[config.mk]
export PLATFORM = sky130hd
export DESIGN_NAME = fp_addsub_pipe
export DESIGN_NICKNAME = d
export VERILOG_FILES = /design/src/rtl/fp_addsub_pipe.sv
export SDC_FILE = /design/constraint.sdc
export NUM_CORES = 1
export LEC_CHECK = 0
export BUFFER_PORTS_ARGS = -buffer_cell sky130_fd_sc_hd__buf_2
export CORE_MARGIN = 2
export CORE_UTILIZATION = 55
export DETAILED_ROUTE_END_ITERATION = 8
export PLACE_DENSITY = 0.83
export SLEW_MARGIN = 5
export SYNTH_ARGS = -nofsm -noshare
export SYNTH_HDL_FRONTEND = slang
export SYNTH_SLANG_ARGS = --single-unit
[constraint.sdc]
create_clock -name clk -period 14.24 [get_ports clk]
set_input_delay 0.712 -clock clk [delete_from_list [all_inputs] [get_ports clk]]
set_output_delay 0.712 -clock clk [all_outputs]
set_load 0.01 [all_outputs]
[src/rtl/fp_addsub_pipe.sv]
// Three-stage pipelined IEEE-754 add/subtract with flush-to-zero, RNE rounding and exception flags.
// The whole pipe stalls when the result register is full and not being drained.
module fp_addsub_pipe #(
  parameter int unsigned EXP_W = 8,
  parameter int unsigned MAN_W = 23
) (
  input  logic                 clk,
  input  logic                 rst_n,
  input  logic                 in_valid,
  output logic                 in_ready,
  input  logic [EXP_W+MAN_W:0] in_a,
  input  logic [EXP_W+MAN_W:0] in_b,
  input  logic                 in_op,
  output logic                 out_valid,
  input  logic                 out_ready,
  output logic [EXP_W+MAN_W:0] out_result,
  output logic                 out_ovf,
  output logic                 out_unf,
  output logic                 out_inv
);

  localparam int unsigned W   = 1 + EXP_W + MAN_W;
  localparam int unsigned SW  = MAN_W + 4;
  localparam int unsigned EW  = EXP_W + 2;
  localparam int unsigned LZW = $clog2(SW + 1);
  localparam logic [EXP_W-1:0]      EXP_ONES = '1;
  localparam logic [W-1:0]          QNAN     = {1'b0, EXP_ONES, 1'b1, {(MAN_W-1){1'b0}}};
  localparam logic signed [EW-1:0]  EXP_MAX  = $signed({2'b00, EXP_ONES});
  localparam logic signed [EW-1:0]  EXP_MIN  = '0;

  function automatic logic [LZW-1:0] f_lzc(input logic [SW-1:0] v);
    f_lzc = LZW'(SW);
    for (int i = 0; i < int'(SW); i++) begin
      if (v[i]) f_lzc = LZW'(int'(SW) - 1 - i);
    end
  endfunction

  assign in_ready = out_ready | ~out_valid;

  // S1: unpack, classify, magnitude swap and alignment
  logic               w_sa, w_sb, w_swap;
  logic [EXP_W-1:0]   w_ea, w_eb, w_big_e, w_sml_e, w_exp_diff;
  logic [MAN_W-1:0]   w_ma, w_mb, w_big_m, w_sml_m;
  logic               w_a_zero, w_b_zero, w_a_inf, w_b_inf, w_a_nan, w_b_nan;
  logic [2*SW-1:0]    w_sml_wide;
  logic [SW-1:0]      w_sml_sig;
  logic               w1_spec, w1_inv;
  logic [W-1:0]       w1_res;

  assign w_sa     = in_a[W-1];
  assign w_sb     = in_b[W-1] ^ in_op;
  assign w_ea     = in_a[W-2:MAN_W];
  assign w_eb     = in_b[W-2:MAN_W];
  assign w_ma     = in_a[MAN_W-1:0];
  assign w_mb     = in_b[MAN_W-1:0];
  assign w_a_zero = (w_ea == '0);
  assign w_b_zero = (w_eb == '0);
  assign w_a_inf  = (w_ea == EXP_ONES) && (w_ma == '0);
  assign w_b_inf  = (w_eb == EXP_ONES) && (w_mb == '0);
  assign w_a_nan  = (w_ea == EXP_ONES) && (w_ma != '0);
  assign w_b_nan  = (w_eb == EXP_ONES) && (w_mb != '0);
  assign w_swap   = (in_b[W-2:0] > in_a[W-2:0]);
  assign w_big_e  = w_swap ? w_eb : w_ea;
  assign w_sml_e  = w_swap ? w_ea : w_eb;
  assign w_big_m  = w_swap ? w_mb : w_ma;
  assign w_sml_m  = w_swap ? w_ma : w_mb;
  assign w_exp_diff = w_big_e - w_sml_e;
  assign w_sml_wide = {1'b1, w_sml_m, 3'b000, SW'(0)} >> w_exp_diff;
  // everything shifted past the sticky position collapses into it
  assign w_sml_sig  = {w_sml_wide[2*SW-1:SW+1], w_sml_wide[SW] | (|w_sml_wide[SW-1:0])};

  always_comb begin
    w1_spec = 1'b1;
    w1_inv  = 1'b0;
    w1_res  = '0;
    if (w_a_nan || w_b_nan || (w_a_inf && w_b_inf && (w_sa != w_sb))) begin
      w1_res = QNAN;
      w1_inv = 1'b1;
    end else if (w_a_inf) begin
      w1_res = {w_sa, EXP_ONES, MAN_W'(0)};
    end else if (w_b_inf) begin
      w1_res = {w_sb, EXP_ONES, MAN_W'(0)};
    end else if (w_a_zero && w_b_zero) begin
      w1_res = {w_sa & w_sb, (W-1)'(0)};
    end else if (w_a_zero) begin
      w1_res = {w_sb, in_b[W-2:0]};
    end else if (w_b_zero) begin
      w1_res = in_a;
    end else begin
      w1_spec = 1'b0;
    end
  end

  logic               r1_v, r1_spec, r1_inv, r1_sign, r1_sub;
  logic [W-1:0]       r1_res;
  logic [EXP_W-1:0]   r1_exp;
  logic [SW-1:0]      r1_ma, r1_mb;

  always_ff @(posedge clk or negedge rst_n) begin
    if (!rst_n) begin
      r1_v <= 1'b0; r1_spec <= 1'b0; r1_inv <= 1'b0; r1_sign <= 1'b0; r1_sub <= 1'b0;
      r1_res <= '0; r1_exp <= '0; r1_ma <= '0; r1_mb <= '0;
    end else if (in_ready) begin
      r1_v    <= in_valid;
      r1_spec <= w1_spec;
      r1_inv  <= w1_inv;
      r1_res  <= w1_res;
      r1_sign <= w_swap ? w_sb : w_sa;
      r1_sub  <= w_sa ^ w_sb;
      r1_exp  <= w_big_e;
      r1_ma   <= {1'b1, w_big_m, 3'b000};
      r1_mb   <= w_sml_sig;
    end
  end

  // S2: significand add/subtract and normalisation
  logic [SW:0]             w_sum;
  logic [SW-1:0]           w_dif, w2_m;
  logic [LZW-1:0]          w_lz;
  logic signed [EW-1:0]    w_exp1, w2_exp;
  logic                    w2_spec;
  logic [W-1:0]            w2_res;

  assign w_sum  = {1'b0, r1_ma} + {1'b0, r1_mb};
  assign w_dif  = r1_ma - r1_mb;
  assign w_lz   = f_lzc(w_dif);
  assign w_exp1 = $signed({2'b00, r1_exp});

  always_comb begin
    w2_spec = r1_spec;
    w2_res  = r1_res;
    w2_m    = w_sum[SW-1:0];
    w2_exp  = w_exp1;
    if (r1_sub) begin
      w2_m   = w_dif << w_lz;
      w2_exp = w_exp1 - $signed(EW'(w_lz));
      if (w_dif == '0) begin
        w2_spec = 1'b1;
        w2_res  = r1_spec ? r1_res : '0;
      end
    end else if (w_sum[SW]) begin
      w2_m   = {w_sum[SW:2], w_sum[1] | w_sum[0]};
      w2_exp = w_exp1 + $signed(EW'(1));
    end
  end

  logic                    r2_v, r2_spec, r2_inv, r2_sign;
  logic [W-1:0]            r2_res;
  logic [SW-1:0]           r2_m;
  logic signed [EW-1:0]    r2_exp;

  always_ff @(posedge clk or negedge rst_n) begin
    if (!rst_n) begin
      r2_v <= 1'b0; r2_spec <= 1'b0; r2_inv <= 1'b0; r2_sign <= 1'b0;
      r2_res <= '0; r2_m <= '0; r2_exp <= '0;
    end else if (in_ready) begin
      r2_v    <= r1_v;
      r2_spec <= w2_spec;
      r2_inv  <= r1_inv;
      r2_sign <= r1_sign;
      r2_res  <= w2_res;
      r2_m    <= w2_m;
      r2_exp  <= w2_exp;
    end
  end

  // S3: round to nearest even, range check, special bypass
  logic                    w_up;
  logic [MAN_W+1:0]        w_rnd;
  logic [MAN_W-1:0]        w_man3;
  logic signed [EW-1:0]    w_exp3;
  logic [W-1:0]            w3_res;
  logic                    w3_ovf, w3_unf, w3_inv;

  assign w_up   = r2_m[2] & (r2_m[1] | r2_m[0] | r2_m[3]);
  assign w_rnd  = {1'b0, r2_m[SW-1:3]} + (MAN_W+2)'(w_up);
  assign w_exp3 = r2_exp + $signed(EW'(w_rnd[MAN_W+1]));
  assign w_man3 = w_rnd[MAN_W+1] ? w_rnd[MAN_W:1] : w_rnd[MAN_W-1:0];

  always_comb begin
    w3_res = {r2_sign, w_exp3[EXP_W-1:0], w_man3};
    w3_ovf = 1'b0;
    w3_unf = 1'b0;
    w3_inv = 1'b0;
    if (r2_spec) begin
      w3_res = r2_res;
      w3_inv = r2_inv;
    end else if (w_exp3 >= EXP_MAX) begin
      w3_res = {r2_sign, EXP_ONES, MAN_W'(0)};
      w3_ovf = 1'b1;
    end else if (w_exp3 <= EXP_MIN) begin
      w3_res = {r2_sign, (W-1)'(0)};
      w3_unf = 1'b1;
    end
  end

  always_ff @(posedge clk or negedge rst_n) begin
    if (!rst_n) begin
      out_valid <= 1'b0; out_result <= '0;
      out_ovf <= 1'b0; out_unf <= 1'b0; out_inv <= 1'b0;
    end else if (in_ready) begin
      out_valid <= r2_v;
      if (r2_v) begin
        out_result <= w3_res;
        out_ovf    <= w3_ovf;
        out_unf    <= w3_unf;
        out_inv    <= w3_inv;
      end
    end
  end

endmodule

==> metrics.yaml <==
outcome:
  outcome: "completed"
setup_path:
  cp-start-kind: "register"
  rrSetupSlack_ns: 7.62
  crit_chain: "inv_1, ha_1, and3b_1, o22ai_2, xor2_1, o311ai_0, a311o_1, a311o_1, a311oi_2, o21ai_2, a21oi_4, inv_2, ha_1, a21o_1, a21o_1, a21o_1, a21o_1, nor3_1, a41oi_1, xor2_1, o21ai_0"
  crit_family: "compound AO/OA/AOI/OAI gates"
  path_buf_inv: 2
  worstSetupPathType: "register to register"
  worstSetupEndpointType: "register"
  slowest_delay_ns: 0.70
  path_common_cell: "a21o_1"
  crit_required_ns: 14.65
  cp_slowest_cell: "dfrtp_1"
  worstPathArrival_ns: 7.03
  crit_path_max_fanout: 21
yosys:
  synth_ff_type: "dfrtp_1"
  async_flop_share_pct: 100
  synth.distinct_cells: 87
  synth_cells: 2126
  ys_seq_area_share_pct: 28.8
  synth_area_per_cell_um2: 8.39
  synth_edf_count: 0
  syn-num-nets: 2289
  synth-seq-cells: 205
  syn_area_um2: 17800
  yosysWarnings: 0
cts:
  ctsRootBufferMaster: "clkbuf_16"
  clk_pin_slew_worst_paths_ns: 0.07
  cts.sinks: 205
  cts_max_level: 1
  clkLatencyLatePin_ns: 0.51
  post_cts_buffers: 0
  post_cts_resized: 0
  clock_path_buffers: 3
  cts_tree: "built"
  numCtsBuffers: 21
  cts_hold_buf: 0
routing:
  dr_total_vias: 17400
  ant_nets: 0
  drt-total-wl_um: 57600
  drt_iter0_markers: 2134
  first_pass_iters: 6
  post-route-drc-count: 0
  vias_per_cell: 6.81
  routedWlPerCell_um: 22.5
final_layout:
  drive_above_1_share_pct: 11.4
  syn2layout_area_growth_pct: 7.74
  nNetsFinal: 2303
  antennaDiodeCount: 0
floorplanning:
  die_y_um: 184
  fp.coreArea_um2: 31700
  initial_core_util_pct: 56.2
  ios: 106
  rows: 65
  die_w_um: 184
  die-area_um2: 33900
place:
  gp_congestion: 0.990
  port_buffers: 105
  place_hpwl_um: 43700
power_and_ir_drop:
  leakage_nw: 8.41
  max-vdd-ir-drop_v: 0.000124
  powerDensity_nw_per_um2: 194
sta:
  finalMaxSlewViolations: 0
  grt_setup_unrepaired: "no"
  maxSlewHeadroom_pct: 28.0
  holdWs_ns: 0.326
  tightest_slew_ns: 1.07
  skew_ns: 0.0173
  fmax_mhz: 151
  setup_viol: 0
  report.final.hold_viol_count: 0
  min_period_over_period_pct: 46.5
  fin_crit_ns: 6.62
  tns_ns: 0
grt:
  grt_max_degree: 164
  grt_antenna_before_repair: 0
  grt_pass1_wl_um: 89900
  overflow: 0
  grt_pass1_vias: 16100
  track_usage_pct: 33.7
hold_path:
  min_path_type: "primary input to async pin"
flow_run:
  max_cap_viol_count: 0
[logic make-up (layout without fill, tap and decap cells)]
| logic type | Yosys count | in the layout | synth area share, % |
|---|---|---|---|
| AND/OR/NAND/NOR | 666 | 666 | 17.4 |
| AO/OA/AOI/OAI | 625 | 625 | 23.1 |
| flip-flops | 205 | 205 | 28.8 |
| XOR/XNOR | 91 | 91 | 4.47 |
| adder cells (fa/ha/maj) | 94 | 94 | 6.68 |
| multiplexers | 209 | 209 | 14.3 |
| buffers and inverters | 236 | 264 | 5.30 |
[worst reg2reg max path: cells and delay by family (launching register included)]
kind                       cells  cell delay [ns]
AOI/OAI and AO/OA             13             3.48
xor gates and xnor gates       2             0.70
adders and majority gates      2             0.72
buffers and inverters          2             0.55
DFF                            1             0.70
and+or+nand+nor                2             0.39
[cell usage after synthesis, drive strengths merged, types with 6 or more instances]
| library cell | n | area (um2) |
|---|---|---|
| o22ai | 19 | 125 |
| o2111ai | 6 | 52.6 |
| nand2b | 18 | 113 |
| nand3 | 50 | 250 |
| buf | 37 | 196 |
| nor4 | 29 | 181 |
| xor2 | 33 | 289 |
| o21ai | 170 | 855 |
| nand4 | 28 | 175 |
| o22a | 7 | 61.3 |
| mux4 | 33 | 743 |
| and3 | 17 | 106 |
| inv | 104 | 390 |
| o221ai | 8 | 70.1 |
| a31oi | 25 | 156 |
| o21a | 18 | 135 |
| a21oi | 133 | 681 |
| a22o | 39 | 342 |
| nor2 | 163 | 612 |
| and2 | 7 | 43.8 |
| o211ai | 15 | 113 |
| mux2i | 150 | 1500 |
| or3 | 13 | 86.3 |
| a221oi | 10 | 87.6 |
| nand2 | 244 | 916 |
| ha | 92 | 1150 |
| a2111oi | 9 | 78.8 |
| or2 | 6 | 37.5 |
| a21o | 17 | 128 |
| o21bai | 7 | 52.6 |
| xnor2 | 58 | 508 |
| clkbuf | 95 | 358 |
| nor2b | 11 | 68.8 |
| a211o | 6 | 52.6 |
| o31ai | 14 | 105 |
| mux2 | 26 | 297 |
| a211oi | 23 | 178 |
| o32ai | 7 | 61.3 |
| nor3 | 52 | 270 |
| dfrtp | 205 | 5130 |
| a22oi | 44 | 330 |
[worst paths after layout]
check	endpoint	cells after the start	from
max	r2_exp[7]	21	r1_mb[0]
min	r2_m[22]	1	rst_n
max reg2reg	r2_exp[7]	21	r1_mb[0]
min reg2reg	r2_sign	2	r2_sign
max in group asynchronous	r1_mb[9]	2	rst_n
min in group clk	r1_v	3	in_valid
[placed cells by master (no fill, tap or decap), types with 44 or more instances in the layout]
| cell | Yosys | layout |
|---|---|---|
| inv_1 | 101 | 100 |
| nor3_1 | 50 | 50 |
| a22oi_1 | 44 | 44 |
| dfrtp_1 | 205 | 205 |
| o21ai_0 | 166 | 166 |
| a21oi_1 | 131 | 131 |
| xnor2_1 | 58 | 56 |
| nor2_1 | 163 | 162 |
| nand2_1 | 244 | 243 |
| mux2i_1 | 150 | 150 |
| buf_2 | 21 | 104 |
| ha_1 | 92 | 92 |
| nand3_1 | 50 | 50 |
[layer usage]
metal  track usage [%]  wire length (um)  share of wire [%]
met5                 0                 0                  0
met3              3.59              4860                8.4
met1              46.3             24000                 42
met2              54.9             26400                 46
met4              12.7              2400                4.2
[registers in the layout (all words and copies together) (netlist names), 8 cells and up]
register	flops
out_result	32
r1_exp	8
r1_ma	24
r1_mb	27
r1_res	32
r2_exp	10
r2_m	27
r2_res	32
[power by group]
part           internal [W]  switching [W]  total [W]
sequential         0.000731       0.000160   0.000891
clock              0.000330       0.000229   0.000558
combinational      0.000854        0.00141    0.00227
[per-stage QoR]
stage | area [um2] | std cells | total power, W | setup WS (ns) | utilization (%)
floorplan | 17800 | 2126 | 0.00250 | 7.66 | -
global placement | 18500 | 2519 | 0.00304 | 7.47 | 58.4
detailed placement | 18500 | 2519 | 0.00309 | 7.31 | 58.4
CTS | 19200 | 2556 | 0.00366 | 7.67 | 60.6
global route | 19200 | 2556 | 0.00395 | 7.21 | 60.6
finish | 19200 | 2556 | 0.00372 | 7.62 | 60.6
[area by class of cell]
class	count	area (um2)
multi-input combinational	1685	11800
clock inverter	5	78.8
fill	2736	12500
clock buffer	32	607
inverter	104	390
timing repair buffer	123	682
sequential	205	5130
tap	402	503
Power figures use the tool's default switching activity.
